$ cat config.mk
export PLATFORM = sky130hd
export DESIGN_NAME = shifter_ctrl
export DESIGN_NICKNAME = d
export VERILOG_FILES = /design/src/rtl/shifter_ctrl.sv
export SDC_FILE = /design/constraint.sdc
export NUM_CORES = 1
export LEC_CHECK = 0
export CORE_ASPECT_RATIO = 0.75
export CORE_MARGIN = 3
export CORE_UTILIZATION = 40
export CTS_CLUSTER_SIZE = 20
export DETAILED_ROUTE_END_ITERATION = 10
export PLACE_DENSITY = 0.78
export SETUP_SLACK_MARGIN = 0.2
export SLEW_MARGIN = 20
export SYNTH_ARGS = -nofsm -noshare
export SYNTH_HDL_FRONTEND = slang
export SYNTH_SLANG_ARGS = --single-unit
export TNS_END_PERCENT = 1
$ cat constraint.sdc
create_clock -name ACLK -period 1.91 [get_ports ACLK]
set_clock_uncertainty 0.15 [all_clocks]
set_input_delay 0.4775 -clock ACLK [delete_from_list [all_inputs] [get_ports ACLK]]
set_output_delay 0.4775 -clock ACLK [all_outputs]
set_load 0.02 [all_outputs]
$ cat src/rtl/shifter_ctrl.sv
// shifter_ctrl: burst sequencer for the memory lane-rotate shifter.
// Define SHIFTER_CTRL_PERF_EN to add stall/bubble performance counters.
module shifter_ctrl #(
  parameter int DATA_WIDTH = 16,
  parameter int NUM_DATA   = 4,
  parameter int CTRL_WIDTH = $clog2(NUM_DATA),
  parameter int LEN_WIDTH  = 8
) (
  input  logic                  ACLK,
  input  logic                  ARESETN,
  input  logic                  CMD_VALID,
  output logic                  CMD_READY,
  input  logic [CTRL_WIDTH-1:0] CMD_OFFSET,
  input  logic [CTRL_WIDTH-1:0] CMD_STRIDE,
  input  logic [LEN_WIDTH-1:0]  CMD_LEN,
  input  logic                  BEAT_VALID,
  output logic                  BEAT_READY,
  output logic                  SHIFT_RD_EN,
  output logic [CTRL_WIDTH-1:0] SHIFT_CTRL,
  output logic                  OUT_VALID,
  input  logic                  OUT_READY,
  output logic                  OUT_LAST,
  output logic                  BUSY,
  output logic                  DONE
`ifdef SHIFTER_CTRL_PERF_EN
  ,
  output logic [31:0]           PERF_STALL_CNT,
  output logic [31:0]           PERF_BUBBLE_CNT
`endif
);

  if (DATA_WIDTH < 1 || NUM_DATA < 2 ||
      (NUM_DATA & (NUM_DATA - 1)) != 0 ||
      CTRL_WIDTH != $clog2(NUM_DATA)) begin : g_param_chk
    $error("shifter_ctrl: illegal parameters");
  end

  localparam logic [1:0] S_IDLE  = 2'd0;
  localparam logic [1:0] S_RUN   = 2'd1;
  localparam logic [1:0] S_DRAIN = 2'd2;

  logic [1:0]            state;
  logic [CTRL_WIDTH-1:0] offset;
  logic [CTRL_WIDTH-1:0] stride;
  logic [CTRL_WIDTH-1:0] ctrl_q;
  logic [LEN_WIDTH-1:0]  remaining;
  logic                  out_valid;
  logic                  out_last;
  logic                  done;
  logic                  in_idle;
  logic                  in_run;
  logic                  in_drain;
  logic                  beat_hs;
  logic                  out_hs;
  logic                  last_beat;

  assign in_idle   = state == S_IDLE;
  assign in_run    = state == S_RUN;
  assign in_drain  = state == S_DRAIN;
  assign last_beat = remaining == LEN_WIDTH'(1);

  // One output slot: a new beat may enter only if the slot frees this cycle.
  assign BEAT_READY  = in_run && (!out_valid || OUT_READY);
  assign beat_hs     = BEAT_VALID && BEAT_READY;
  assign out_hs      = out_valid && OUT_READY;
  assign SHIFT_RD_EN = beat_hs;
  assign SHIFT_CTRL  = beat_hs ? offset : ctrl_q;
  assign CMD_READY   = in_idle;
  assign BUSY        = !in_idle;
  assign OUT_VALID   = out_valid;
  assign OUT_LAST    = out_last;
  assign DONE        = done;

  always_ff @(posedge ACLK or negedge ARESETN) begin
    if (!ARESETN) begin
      state     <= S_IDLE;
      offset    <= '0;
      stride    <= '0;
      remaining <= '0;
      ctrl_q    <= '0;
      done      <= 1'b0;
    end else begin
      done <= 1'b0;
      unique case (1'b1)
        in_idle: begin
          if (CMD_VALID) begin
            offset    <= CMD_OFFSET;
            stride    <= CMD_STRIDE;
            remaining <= CMD_LEN;
            if (CMD_LEN == '0) done  <= 1'b1;
            else               state <= S_RUN;
          end
        end
        in_run: begin
          if (beat_hs) begin
            ctrl_q    <= offset;
            offset    <= offset + stride;
            remaining <= remaining - LEN_WIDTH'(1);
            if (last_beat) state <= S_DRAIN;
          end
        end
        in_drain: begin
          if (out_hs) begin
            state <= S_IDLE;
            done  <= 1'b1;
          end
        end
        default: state <= S_IDLE;
      endcase
    end
  end

  always_ff @(posedge ACLK or negedge ARESETN) begin
    if (!ARESETN) begin
      out_valid <= 1'b0;
      out_last  <= 1'b0;
    end else if (beat_hs) begin
      out_valid <= 1'b1;
      out_last  <= last_beat;
    end else if (OUT_READY) begin
      out_valid <= 1'b0;
      out_last  <= 1'b0;
    end
  end

`ifdef SHIFTER_CTRL_PERF_EN
  logic [31:0] stall_cnt;
  logic [31:0] bubble_cnt;

  always_ff @(posedge ACLK or negedge ARESETN) begin
    if (!ARESETN) begin
      stall_cnt  <= '0;
      bubble_cnt <= '0;
    end else if (in_idle && CMD_VALID) begin
      stall_cnt  <= '0;
      bubble_cnt <= '0;
    end else if (in_run) begin
      if (BEAT_VALID && !BEAT_READY && stall_cnt != '1)
        stall_cnt <= stall_cnt + 32'd1;
      if (!BEAT_VALID && bubble_cnt != '1)
        bubble_cnt <= bubble_cnt + 32'd1;
    end
  end

  assign PERF_STALL_CNT  = stall_cnt;
  assign PERF_BUBBLE_CNT = bubble_cnt;
`endif

endmodule

==> run_results.csv <==
group,metric,value,unit
logic_synthesis,synth_seq_cells,19,
clocking,clk_latency,0.31,ns
sta,fin_hold_ws,0.331,ns
critical_path,cp-end-kind,"primary output",
routing,vias,1087,
power_and_ir_drop,power.leakage,0.800,nW
clocking,cts.htree.levels,1,
logic_synthesis,syn_area_per_cell,9.30,um^2
sta,maxSlewHeadroom,0.707,
routing,drtAntennaViolNets,0,
critical_path,startpoint_type,"register",
logic_synthesis,syn_inst,117,
sta,tns,-0.177,ns
routing,drtIter0Drc,41,
logic_synthesis,syn_nets,137,
clocking,clock-root-buffer,"clkbuf_4",
clocking,cts_buffers,3,
logic_synthesis,ys.warnings.count,0,
routing,via_per_inst,5.41,
sta,fmax,0.504,GHz
clocking,cts_tree,"built",
sta,min_period,1.98,ns
grt,antenna_found_initial,0,
grt,grt_pass1_vias,1126,
place,dp_hpwl,2180,um
grt,overflow,0,
run_status,failed_checks,"negative setup slack",
routing,route.detailed.drc,0,
place,gp_congestion,0.801,
critical_path,crit_path_max_fanout,5,
grt,grt_pass1_wl,5290,um
critical_path,r2r_end,"offset[0]",
finish,fin_util,0.705,
routing,routed_wl,3190,um
power_and_ir_drop,irDropWorstVdd,0.746,mV
sta,fin_crit_sh,1.04,
finish,final_cell_mix,"dfrtp_1, buf_4, buf_6, nand2_1, clkdlybuf4s50_1",
sta,worst_slack,-0.0723,ns
clocking,clk_pin_slew_worst_paths,0.12,ns
logic_synthesis,synth_area,1090,um^2
finish,diodes,0,
clocking,cts_sinks,19,
place,port-buffer-count,25,
hold_path,hp-class,"in -> async",
routing,wl_per_cell,15.9,um
die,die_h,51.2,um
logic_synthesis,ys_types,37,
die,start_util,0.446,
die,fp.dieW,66.2,um
critical_path,required,1.28,ns
die,fp.coreArea,2440,um^2
run_status,status,"finished, violations left",
routing,dr.pass1.iters,4,
die,num_rows,15,
critical_path,ff2ff_setup_slack,0.03,ns
finish,syn2layout_area_growth,57.9,%
critical_path,arrival,1.35,ns
critical_path,r2r_start,"state[1]",
die,die_area,3390,um^2
sta,drv_slew,0,
sta,setup_viol_count_final,3,
critical_path,rr_worst_depth,8,
die,num_io_pins,26,
clocking,cts.hold.buffers_added,0,
grt,grtUsageTotal,0.211,
power_and_ir_drop,powerDensity,1370,nW/um^2
job,cap_violations,0,
sta,tightest_slew,0.436,ns
finish,fin_nets,188,
sta,rsz0062_at_grt,"true",
critical_path,critical_path_class,"reg -> out",
clocking,clockBufferDepth,2,
grt,grt_max_degree,20,
logic_synthesis,yosysSeqAreaShare,0.437,
sta,hold_viol,0,
critical_path,critPathLaunch,"state[1]",
finish,drive_gt1_frac,0.419,
power_and_ir_drop,power.total,2.35,mW
-- state kept, by name, summed over array words and instances (netlist names) --
register,cells
DONE,1
offset,2
OUT_LAST,1
OUT_VALID,1
stride,2
ctrl_q,2
state,2
remaining,8
-- cells by family (layout without fill, tap and decap cells) --
kind of cell | count (synthesis) | in the layout | share of synthesized area
and+or+nand+nor | 45 | 45 | 0.228
AOI/OAI and AO/OA | 35 | 35 | 0.214
DFF | 19 | 19 | 0.437
buffers and inverters | 11 | 61 | 0.0494
adders and majority gates | 3 | 3 | 0.0345
muxes | 3 | 3 | 0.0299
xor gates and xnor gates | 1 | 1 | 0.00805
-- layer usage --
layer | track usage | up-vias | share of wire
met3 | 0.0615 | 14 | 0.054
met5 | 0 | - | 0
met4 | 0.0878 | 0 | 0.037
li1 | - | 515 | -
met1 | 0.241 | 522 | 0.41
met2 | 0.367 | 36 | 0.50
-- final cells by class --
cell class,count,area [um^2]
inverter,6,25.0
multi-input combinational,87,676
sequential,19,478
fill,193,721
tap,34,42.5
timing repair buffer,51,472
clock buffer,4,26.3
-- worst max-delay path, stage by stage, from the launching register on --
cell and delay [ns]:
dfrtp_1 0.43, nor2b_4 0.16, nand3_4 0.13, inv_4 0.09, nand2_2 0.06, nand2_2 0.06, buf_6 0.11
-- repair_timing --
item | CTS | global route
buffers inserted | 3 | 0
resized for setup | 82 | 9
pin swaps | 15 | 11
endpoints found under the setup margin | 23 | 21
-- through the flow --
step / setup slack (ns) / cell area (um^2) / std cells
6_report: -0.0723 / 1720 / 201
5_1_grt: -0.146 / 1720 / 201
4_1_cts: -0.0725 / 1700 / 201
3_5_place_dp: -0.827 / 1540 / 194
3_3_place_gp: -0.795 / 1540 / 194
2_1_floorplan: 0.155 / 1100 / 117
-- worst max-delay path by stage --
stage                     depth (start not counted)       endpoint  slack (ns)
after global routing                              5  SHIFT_CTRL[0]       -0.15
after detailed placement                          7  SHIFT_CTRL[0]       -0.83
after CTS                                         6  SHIFT_CTRL[0]       -0.07
after floorplan                                   6  SHIFT_CTRL[0]        0.16
final                                             6  SHIFT_CTRL[0]       -0.07
after global placement                            7  SHIFT_CTRL[0]       -0.79
-- synth_stat cells --
| library cell | instances | share of area |
|---|---|---|
| nand3_1 | 3 | 0.014 |
| dfrtp_1 | 19 | 0.44 |
| or2_2 | 1 | 0.0058 |
| or4_4 | 1 | 0.010 |
| or3_1 | 1 | 0.0058 |
| inv_1 | 5 | 0.017 |
| nand3b_1 | 3 | 0.021 |
| nor3_1 | 1 | 0.0046 |
| nand2_2 | 1 | 0.0058 |
| xor2_1 | 1 | 0.0080 |
| or3b_1 | 1 | 0.0080 |
| inv_2 | 1 | 0.0034 |
| a21o_1 | 1 | 0.0069 |
| or4_1 | 2 | 0.014 |
| nor4_1 | 1 | 0.0058 |
| mux2_2 | 2 | 0.021 |
| ha_1 | 3 | 0.034 |
| o31ai_4 | 1 | 0.020 |
| a2bb2oi_1 | 1 | 0.0080 |
| nor4b_4 | 1 | 0.022 |
| nor2b_1 | 2 | 0.011 |
| o211ai_1 | 1 | 0.0069 |
| buf_6 | 1 | 0.010 |
| o32ai_1 | 2 | 0.016 |
| a21oi_1 | 9 | 0.041 |
| a31oi_1 | 1 | 0.0058 |
| nand2_1 | 16 | 0.055 |
| mux2i_1 | 1 | 0.0092 |
| o2bb2ai_2 | 1 | 0.014 |
| o21ai_0 | 13 | 0.060 |
| a22oi_1 | 2 | 0.014 |
| nor2_1 | 8 | 0.028 |
| o31a_1 | 1 | 0.0080 |
| o2bb2ai_1 | 1 | 0.0080 |
| buf_2 | 4 | 0.018 |
| nand2b_1 | 3 | 0.017 |
| o22ai_1 | 1 | 0.0058 |
-- power breakdown --
part	internal, mW	total, mW	switching, mW
Sequential	0.570	0.746	0.175
Clock	0.0816	0.214	0.133
Combinational	0.676	1.39	0.717
No activity file was read; power rests on OpenSTA's default activity.
